## src/rtl/uart_rx_fifo_if.sv

```systemverilog
// Bundle for the receive buffer: the rsr-facing handshake and the host read port.
// The master modport drives (rsr + host side); the slave modport is the buffer.
interface uart_rx_fifo_if #(
  parameter int DATA_SIZE = 7,
  parameter int DEPTH     = 8
);
  localparam int PTR_W = $clog2(DEPTH);

  logic [DATA_SIZE-1:0] rx_data;
  logic                 rx_ready;
  logic                 rx_frame_error;
  logic                 rx_ack;
  logic                 rd_en;
  logic [DATA_SIZE-1:0] rd_data;
  logic                 rd_frame_error;
  logic                 empty;
  logic                 full;
  logic [PTR_W:0]       count;
  logic                 overflow;
  logic                 overflow_clr;

  modport master (
    output rx_data, rx_ready, rx_frame_error, rd_en, overflow_clr,
    input  rx_ack, rd_data, rd_frame_error, empty, full, count, overflow
  );

  modport slave (
    input  rx_data, rx_ready, rx_frame_error, rd_en, overflow_clr,
    output rx_ack, rd_data, rd_frame_error, empty, full, count, overflow
  );
endinterface

```

## src/rtl/uart_rx_fifo.sv

```systemverilog
// UART receive buffer: pops characters from the rsr with a four-phase level
// handshake and stores {frame_error, data} in a circular first-word-fall-through FIFO.
module uart_rx_fifo #(
  parameter int DATA_SIZE = 7,
  parameter int DEPTH     = 8
) (
  input logic          clk,
  input logic          reset,
  uart_rx_fifo_if.slave bus
);
  localparam int PTR_W = $clog2(DEPTH);
  localparam logic [PTR_W:0] DEPTH_CNT = (PTR_W + 1)'(DEPTH);

  typedef enum logic {IDLE = 1'b0, ACK = 1'b1} state_t;

  state_t               state_r;
  state_t               state_s;
  logic [DATA_SIZE:0]   mem_r [DEPTH];
  logic [PTR_W-1:0]     wr_ptr_r;
  logic [PTR_W-1:0]     rd_ptr_r;
  logic [PTR_W:0]       count_r;
  logic                 overflow_r;
  logic                 capture_s;
  logic                 wr_s;
  logic                 drop_s;
  logic                 pop_s;
  logic                 full_s;
  logic                 empty_s;
  logic [DATA_SIZE:0]   head_s;

  // Occupancy flags come straight from the count; full is judged before any same-cycle pop.
  always_comb begin
    full_s  = (count_r == DEPTH_CNT);
    empty_s = (count_r == '0);
    wr_s    = capture_s & ~full_s;
    drop_s  = capture_s & full_s;
    pop_s   = bus.rd_en & ~empty_s;
  end

  // Capture FSM next state; a character is taken only on the IDLE->ACK edge.
  always_comb begin
    state_s   = state_r;
    capture_s = 1'b0;
    case (state_r)
      IDLE: begin
        if (bus.rx_ready) begin
          state_s   = ACK;
          capture_s = 1'b1;
        end else begin
          state_s   = IDLE;
        end
      end
      ACK: begin
        if (bus.rx_ready) begin
          state_s = ACK;
        end else begin
          state_s = IDLE;
        end
      end
      default: begin
        state_s = IDLE;
      end
    endcase
  end

  // Capture FSM state register.
  always_ff @(posedge clk) begin
    if (reset) begin
      state_r <= IDLE;
    end else begin
      state_r <= state_s;
    end
  end

  // Storage array: the captured character lands at the write pointer.
  always_ff @(posedge clk) begin
    if (reset) begin
      for (int i = 0; i < DEPTH; i++) begin
        mem_r[i] <= '0;
      end
    end else if (wr_s) begin
      mem_r[wr_ptr_r] <= {bus.rx_frame_error, bus.rx_data};
    end
  end

  // Pointers wrap naturally at DEPTH because DEPTH is a power of two.
  always_ff @(posedge clk) begin
    if (reset) begin
      wr_ptr_r <= '0;
      rd_ptr_r <= '0;
    end else begin
      if (wr_s) begin
        wr_ptr_r <= wr_ptr_r + 1'b1;
      end
      if (pop_s) begin
        rd_ptr_r <= rd_ptr_r + 1'b1;
      end
    end
  end

  // Occupancy counter: a simultaneous write and pop leaves it unchanged.
  always_ff @(posedge clk) begin
    if (reset) begin
      count_r <= '0;
    end else begin
      case ({wr_s, pop_s})
        2'b10:   count_r <= count_r + 1'b1;
        2'b01:   count_r <= count_r - 1'b1;
        default: count_r <= count_r;
      endcase
    end
  end

  // Sticky overflow; a drop on the same edge as a clear keeps it set.
  always_ff @(posedge clk) begin
    if (reset) begin
      overflow_r <= 1'b0;
    end else if (drop_s) begin
      overflow_r <= 1'b1;
    end else if (bus.overflow_clr) begin
      overflow_r <= 1'b0;
    end
  end

  // Fall-through head entry, forced to zero when nothing is stored.
  always_comb begin
    head_s = mem_r[rd_ptr_r];
    if (empty_s) begin
      bus.rd_data        = '0;
      bus.rd_frame_error = 1'b0;
    end else begin
      bus.rd_data        = head_s[DATA_SIZE-1:0];
      bus.rd_frame_error = head_s[DATA_SIZE];
    end
  end

  assign bus.rx_ack   = (state_r == ACK);
  assign bus.count    = count_r;
  assign bus.empty    = empty_s;
  assign bus.full     = full_s;
  assign bus.overflow = overflow_r;
endmodule

```

## src/flat_wrapper.sv

```systemverilog
// flat-port wrapper written by rule: the top's interface ports become plain ports
module uart_rx_fifo_flat 
#(
  parameter int DATA_SIZE = 7,
  parameter int DEPTH     = 8
)
  (clk, reset, bus_rx_data, bus_rx_ready, bus_rx_frame_error, bus_rd_en, bus_overflow_clr, bus_rx_ack, bus_rd_data, bus_rd_frame_error, bus_empty, bus_full, bus_count, bus_overflow);
  uart_rx_fifo_if #(.DATA_SIZE(DATA_SIZE), .DEPTH(DEPTH)) bus_i ();
  input logic clk;
  input logic reset;
  input wire logic [$bits(bus_i.rx_data)-1:0] bus_rx_data;
  input wire logic [$bits(bus_i.rx_ready)-1:0] bus_rx_ready;
  input wire logic [$bits(bus_i.rx_frame_error)-1:0] bus_rx_frame_error;
  input wire logic [$bits(bus_i.rd_en)-1:0] bus_rd_en;
  input wire logic [$bits(bus_i.overflow_clr)-1:0] bus_overflow_clr;
  output wire logic [$bits(bus_i.rx_ack)-1:0] bus_rx_ack;
  output wire logic [$bits(bus_i.rd_data)-1:0] bus_rd_data;
  output wire logic [$bits(bus_i.rd_frame_error)-1:0] bus_rd_frame_error;
  output wire logic [$bits(bus_i.empty)-1:0] bus_empty;
  output wire logic [$bits(bus_i.full)-1:0] bus_full;
  output wire logic [$bits(bus_i.count)-1:0] bus_count;
  output wire logic [$bits(bus_i.overflow)-1:0] bus_overflow;
  assign bus_i.rx_data = bus_rx_data;
  assign bus_i.rx_ready = bus_rx_ready;
  assign bus_i.rx_frame_error = bus_rx_frame_error;
  assign bus_i.rd_en = bus_rd_en;
  assign bus_i.overflow_clr = bus_overflow_clr;
  assign bus_rx_ack = bus_i.rx_ack;
  assign bus_rd_data = bus_i.rd_data;
  assign bus_rd_frame_error = bus_i.rd_frame_error;
  assign bus_empty = bus_i.empty;
  assign bus_full = bus_i.full;
  assign bus_count = bus_i.count;
  assign bus_overflow = bus_i.overflow;
  uart_rx_fifo #(.DATA_SIZE(DATA_SIZE), .DEPTH(DEPTH)) u_core (.clk(clk), .reset(reset), .bus(bus_i));
endmodule
```

## config.mk

```make
export PLATFORM = sky130hd
export DESIGN_NAME = uart_rx_fifo_flat
export DESIGN_NICKNAME = d
export VERILOG_FILES = /design/src/rtl/uart_rx_fifo_if.sv /design/src/rtl/uart_rx_fifo.sv /design/src/flat_wrapper.sv
export SDC_FILE = /design/constraint.sdc
export NUM_CORES = 1
export LEC_CHECK = 0
export ABC_AREA = 1
export ABC_CLOCK_PERIOD_IN_PS = 3850
export CAP_MARGIN = 25
export CORE_MARGIN = 3
export CORE_UTILIZATION = 44
export DETAILED_ROUTE_END_ITERATION = 6
export GPL_TIMING_DRIVEN = 0
export MAX_ROUTING_LAYER = met4
export PLACE_DENSITY = 0.59
export SLEW_MARGIN = 20
export SYNTH_ARGS = -nofsm -noshare
export SYNTH_HDL_FRONTEND = slang
export SYNTH_SLANG_ARGS = --single-unit
export TNS_END_PERCENT = 50
```

## constraint.sdc

```tcl
create_clock -name clk -period 3.85 [get_ports clk]
set_input_delay 0.5775 -clock clk [delete_from_list [all_inputs] [get_ports clk]]
set_output_delay 0.5775 -clock clk [all_outputs]
set_load 0.01 [all_outputs]
```

==> results.yml, run 1 <==
outcome:
  status: "finished clean"
power_and_ir_drop:
  power_w: 0.00254
  switching_share_pct: 34.6
  power_switching_w: 0.000879
  combinationalPowerShare_pct: 35.5
  peakVddDrop_uv: 293
  p_clk_share_pct: 23.7
  power_frac_seq_pct: 40.8
  internal_power_w: 0.00166
  leakage_nw: 1.71
  p_per_area_nw_per_um2: 594
setup_path:
  cp_top_family: "buffers and inverters"
  rrSetupSlack_ns: 1.82
  path_buf_inv: 4
  cpMaxStageDelayCell: "clkdlybuf4s50_1"
  start_kind: "register"
  r2r_end: "u_core.bus.count[2]"
  crit_chain: "buf_2 -> inv_1 -> clkbuf_1 -> o21ai_0 -> a31oi_1 -> clkdlybuf4s50_1"
  worstRegToRegCells: 13
  reg2reg_from: "u_core.bus.count[1]"
  worstSetupPathType: "reg2out"
  cpPeakStageDelay_ns: 0.57
  arrival_ns: 2.40
  crit_end: "bus_rd_frame_error"
  cp_max_fo: 10
  critPathCaptureType: "primary output"
  cp_data_required_time_ns: 3.27
  path_depth: 6
logic_synthesis:
  synth_flop_cell: "edfxtp_1"
  syn_inst: 390
  synth_compound_area_share_pct: 10.0
  yosys-top-cells-area: "edfxtp_1, nor2_1, dfxtp_1"
  ys_types: 29
  synth-async-reset-ratio_pct: 0
  synthAdderAreaFrac_pct: 1.36
  yosys.area_share.simple_pct: 22.0
  muxShareOfSynthArea_pct: 0
  seq_area_frac_synth_pct: 60.4
  synth_nets: 407
  synth_top_family_by_area: "simple AND/OR/NAND/NOR gates"
  netlist_area_um2: 3680
  yosysTopAreaCell: "edfxtp_1"
  synth_edf_count: 64
  ys_warn_count: 0
  synthXorXnorAreaFrac_pct: 0.238
  synth-seq-cells: 79
  synth_most_common_cell: "nor2_1"
  synth_top_area_share_pct: 52.2
  yosys-top-cells-count: "nor2_1, edfxtp_1, o21ai_0, inv_1, nand2_1"
  syn_avg_cell_area_um2: 9.43
routing:
  post_drt_wl_per_cell_um: 15.7
  ant_nets: 0
  vias: 2737
  drt-vias-per-instance: 5.11
  totalWireLength_um: 8440
  drt_pass1_iterations: 4
  drt_first_iter_violations: 167
  drcViolationCount: 0
clock_tree:
  htreeDepth: 3
  cts.sink_count: 79
  insertion_delay_ns: 0.35
  clk_pin_slew_ns: 0.08
  clockBufferDepth: 2
  cts_root_buf: "clkbuf_8"
  post_cts_resized: 0
  post_cts_buffers: 0
  cts_tree: "built"
  cts_hold_buffers: 0
  cts-buffers-inserted: 9
floorplanning:
  coreArea_um2: 7930
  start_util_pct: 46.4
  die_y_um: 97.4
  ios: 29
  rows: 32
  die_w_um: 97.4
  die_area_um2: 9490
timing:
  max_freq_mhz: 336
  rsz0062_at_grt: "no"
  finalSetupViolCount: 0
  hold_viol: 0
  timing.final.max_slew_violations: 0
  finalClockSkew_ns: 0.00891
  period_share_pct: 77.4
  setup_tns_ns: 0
  maxSlewHeadroom_pct: 57.5
  tightestPinTransition_ns: 0.634
  fin_crit_ns: 2.98
placement:
  post-dp-hpwl_um: 5970
  place.gp.congestion: 0.796
  numPortBuffers: 28
grt:
  grt_antenna_before_repair: 0
  grt_pass1_wl_um: 13500
  grt.busiest_layer: "met2"
  grt_pass1_vias: 2711
  met2_usage_pct: 29.2
  met3_usage_pct: 3.66
  grt_max_degree: 14
  grtUsageTotal_pct: 18.8
  grtUsageMet1_pct: 25.2
  grt_overflow: 0
run:
  drv_cap: 0
final_layout:
  multiInputGateArea_um2: 1240
  final_nets: 446
  n_fill_cell: 722
  diodes: 0
  syn_to_final_growth_pct: 16.4
  post_route_cells_drive_above_1_share_pct: 9.91
  seqCellArea_um2: 2220
worst_hold_path:
  hp-class: "reg2reg"
-- power by group through the flow --
stage	combinational (W)	sequential, W	clock [W]
floorplan	0.000553	0.00105	0
global placement	0.000894	0.00105	0
detailed placement	0.000907	0.00106	0
CTS	0.000911	0.00104	0.000609
global route	0.00100	0.00105	0.000646
finish	0.000903	0.00104	0.000603
-- worst register-to-register path, cell delays in order, from the launching register on --
cell	delay (ns)
dfxtp_1	0.44
nor2_2	0.10
a21oi_2	0.20
buf_4	0.19
ha_1	0.23
nand2_1	0.09
and2_1	0.17
ha_1	0.18
inv_1	0.07
nand2_1	0.06
nand2_1	0.05
nand3_1	0.06
nand2_1	0.06
inv_1	0.03
-- sequential cells by signal, summed over array words and instances, names as in the netlist, named ones only --
register / flops
u_core.bus.count: 4
u_core.wr_ptr_r: 3
u_core.bus.overflow: 1
u_core.mem_r: 64
u_core.bus.rx_ack: 1
u_core.rd_ptr_r: 3
-- how the worst min path moves through the flow --
| stage | start | endpoint | slack [ns] | depth (start not counted) |
|---|---|---|---|---|
| after detailed placement | u_core.rd_ptr_r[2] | u_core.rd_ptr_r[2] | 0.45 | 2 |
| after floorplan | u_core.rd_ptr_r[2] | register | 0.43 | 2 |
| after global routing | u_core.bus.overflow | u_core.bus.overflow | 0.50 | 2 |
| after CTS | u_core.rd_ptr_r[2] | u_core.rd_ptr_r[2] | 0.47 | 2 |
| after global placement | u_core.rd_ptr_r[2] | u_core.rd_ptr_r[2] | 0.45 | 2 |
| final | u_core.rd_ptr_r[2] | u_core.rd_ptr_r[2] | 0.47 | 2 |
-- cells in the final DEF (no fill, tap or decap), types with 3 or more instances in the layout --
cell type,count
a21oi_1,8
a31oi_1,8
buf_2,9
clkbuf_1,5
clkbuf_8,11
clkdlybuf4s50_1,28
dfxtp_1,15
edfxtp_1,64
ha_1,4
inv_1,33
nand2_1,25
nand2_2,7
nand3_1,7
nand3_2,3
nor2_1,127
nor3_1,9
o21ai_0,53
-- layout make-up --
class | instances | area share (%)
multi-input combinational | 261 | 28.9
buffer | 15 | 2.07
clock inverter | 2 | 0.292
clock buffer | 14 | 4.29
inverter | 35 | 3.07
timing repair buffer | 28 | 6.54
tap | 102 | 2.98
sequential | 79 | 51.9
-- cells by family (layout without fill, tap and decap cells) --
family,after synthesis,in the layout
AOI/OAI and AO/OA,71,71
xor gates and xnor gates,1,1
buffers and inverters,50,94
and+or+nand+nor,185,185
DFF,79,79
adders and majority gates,4,4
-- per-stage QoR --
stage	instances	hold slack (ns)	setup slack [ns]	util (%)	cell area, um^2
after floorplan	390	0.433	1.58	-	3680
after global placement	520	0.452	0.882	51.5	4090
after detailed placement	520	0.454	0.869	51.5	4090
after CTS	536	0.467	0.908	54.0	4280
after global routing	536	0.502	0.776	54.0	4280
final	536	0.469	0.870	54.0	4280
-- routing by layer --
layer	vias to the layer above	share of wire [%]
met2	54	47
met4	0	1.0
li1	1380	-
met5	-	0
met3	9	5.9
met1	1294	46
(Power assumes the default switching activity.)
==> run 2, diff against run 1 <==
--- a/config.mk
+++ b/config.mk
@@ -6,7 +6,7 @@
 export NUM_CORES = 1
 export LEC_CHECK = 0
 export ABC_AREA = 1
-export ABC_CLOCK_PERIOD_IN_PS = 3850
+export ABC_CLOCK_PERIOD_IN_PS = 2840
 export CAP_MARGIN = 25
 export CORE_MARGIN = 3
 export CORE_UTILIZATION = 44
==> constraint.sdc (replaced) <==
create_clock -name clk -period 2.84 [get_ports clk]
set_input_delay 0.426 -clock clk [delete_from_list [all_inputs] [get_ports clk]]
set_output_delay 0.426 -clock clk [all_outputs]
set_load 0.01 [all_outputs]
==> results.yml, run 2 (synthesis gave the netlist of run 1 again) <==
setup_path:
  worstSetupPathType: "reg2out"
  cpMaxStageDelayCell: "clkdlybuf4s50_1"
  arrival_ns: 2.31
  critPathCaptureType: "primary output"
  cpPeakStageDelay_ns: 0.55
  cp_top_family: "buffers and inverters"
  reg2reg_from: "u_core.bus.count[1]"
  cp_max_fo: 10
  crit_chain: "buf_2 -> inv_1 -> buf_2 -> nor2_1 -> o21ai_0 -> o21ai_0 -> a31oi_1 -> clkdlybuf4s50_1"
  path_buf_inv: 4
  cp_data_required_time_ns: 2.41
  start_kind: "register"
placement:
  post-place-ws_ns: 0.0105
  numPortBuffers: 28
  place.gp.congestion: 0.796
  post-dp-hpwl_um: 5970
grt:
  grt_overflow: 0
  grt_max_degree: 14
  grt_pass1_vias: 2711
  grtUsageTotal_pct: 18.8
  grt_antenna_before_repair: 0
  grt_pass1_wl_um: 13500
floorplanning:
  ios: 29
  rows: 32
  coreArea_um2: 7930
  start_util_pct: 46.4
  die_area_um2: 9490
  die_y_um: 97.4
  die_w_um: 97.4
clock_tree:
  cts_root_buf: "clkbuf_8"
  clockBufferDepth: 2
  cts-buffers-inserted: 9
  clk_pin_slew_ns: 0.07
  htreeDepth: 3
  cts.sink_count: 79
  post_cts_buffers: 0
  cts_hold_buffers: 0
  post_cts_resized: 0
  insertion_delay_ns: 0.35
  cts_tree: "built"
routing:
  drcViolationCount: 0
  drt-vias-per-instance: 5.11
  post_drt_wl_per_cell_um: 15.6
  vias: 2740
  drt_pass1_iterations: 4
  drt_first_iter_violations: 170
  ant_nets: 0
  totalWireLength_um: 8390
timing:
  period_share_pct: 96.3
  max_freq_mhz: 366
  tightestPinTransition_ns: 0.627
  fin_crit_ns: 2.73
  timing.final.ws_setup_ns: 0.106
  hold_viol: 0
  finalClockSkew_ns: 0.00682
  finalSetupViolCount: 0
  timing.final.max_slew_violations: 0
  rsz0062_at_grt: "yes"
  maxSlewHeadroom_pct: 57.9
final_layout:
  n_fill_cell: 726
  final_nets: 446
  syn_to_final_growth_pct: 16.7
  final_common_cell: "nor2_1"
  largest_register_ffs: 64
  post_route_cells_drive_above_1_share_pct: 10.1
  largest_register: "u_core.mem_r"
  diodes: 0
  most-common-layout-cells: "nor2_1, edfxtp_1, o21ai_0, inv_1, clkdlybuf4s50_1"
power_and_ir_drop:
  power_w: 0.00345
  peakVddDrop_uv: 397
  leakage_nw: 1.73
  p_per_area_nw_per_um2: 803
run:
  drv_cap: 0
outcome:
  status: "finished clean"
worst_hold_path:
  hp-class: "reg2reg"
  hp-start: "u_core.rd_ptr_r[2]"
[run 2: changes by cell type in the layout (fill, tap and decap cells not counted)]
cell	previous run	this run
clkbuf_1	5	4
buf_2	9	6
clkbuf_4	0	3
clkbuf_2	1	2
clkdlybuf4s50_1	28	27
dlymetal6s2s_1	0	1
[run 2: path summary, 6_finish.rpt]
path                                            end  slack [ns]  depth (start not counted)
worst min-delay path             u_core.rd_ptr_r[2]        0.47                          2
worst min register to register   u_core.rd_ptr_r[2]        0.47                          2
worst max register to register  u_core.bus.count[2]        0.81                         13
worst max-delay path                 bus_rd_data[4]        0.11                          8
[run 2: layer usage]
layer  part of all wire (%)  global-route usage, %  up-vias
li1                       -                      -     1382
met1                     46                   25.2     1285
met2                     47                   29.2       64
met3                    5.5                   3.66        9
met4                    1.0                   5.86        0
met5                      0                      -        -
[run 2: area by class of cell]
| cell class | instances | area (um^2) | share of cell area, % |
|---|---|---|---|
| repair buffers | 28 | 283 | 6.59 |
| plain buffers | 15 | 97.6 | 2.27 |
| well taps | 102 | 128 | 2.97 |
| inverters | 35 | 131 | 3.06 |
| clock buffers | 14 | 184 | 4.28 |
| flip-flops and latches | 79 | 2220 | 51.7 |
| multi-input cells | 261 | 1240 | 28.8 |
| clock inverters | 2 | 12.5 | 0.291 |
[run 2: report_power, final]
part	total (W)	internal [W]	switching (W)
Sequential	0.00141	0.00135	0.0000590
Clock	0.000813	0.000418	0.000395
Combinational	0.00123	0.000497	0.000733
[run 2: stage by stage]
| stage | area (um^2) | std cells | TNS [ns] | util, % | hold slack (ns) |
|---|---|---|---|---|---|
| after floorplan | 3680 | 390 | 0 | - | 0.433 |
| after global placement | 4090 | 520 | 0 | 51.5 | 0.452 |
| after detailed placement | 4090 | 520 | 0 | 51.5 | 0.454 |
| after CTS | 4280 | 536 | 0 | 54.0 | 0.467 |
| after global routing | 4290 | 536 | -0.00195 | 54.2 | 0.502 |
| final | 4290 | 536 | 0 | 54.2 | 0.466 |
[run 2: worst min-delay path: stages, from the launching register on]
cell	delay (ns)
dfxtp_1	0.32
inv_1	0.05
a21oi_1	0.06
==> run 3, diff against run 2 <==
--- a/config.mk
+++ b/config.mk
@@ -10,6 +10,7 @@
 export CAP_MARGIN = 25
 export CORE_MARGIN = 3
 export CORE_UTILIZATION = 44
+export CTS_CLUSTER_SIZE = 30
 export DETAILED_ROUTE_END_ITERATION = 6
 export GPL_TIMING_DRIVEN = 0
 export MAX_ROUTING_LAYER = met4
==> results of run 3 <==
No change in the layout: final DEF, timing and power equal those of run 2.
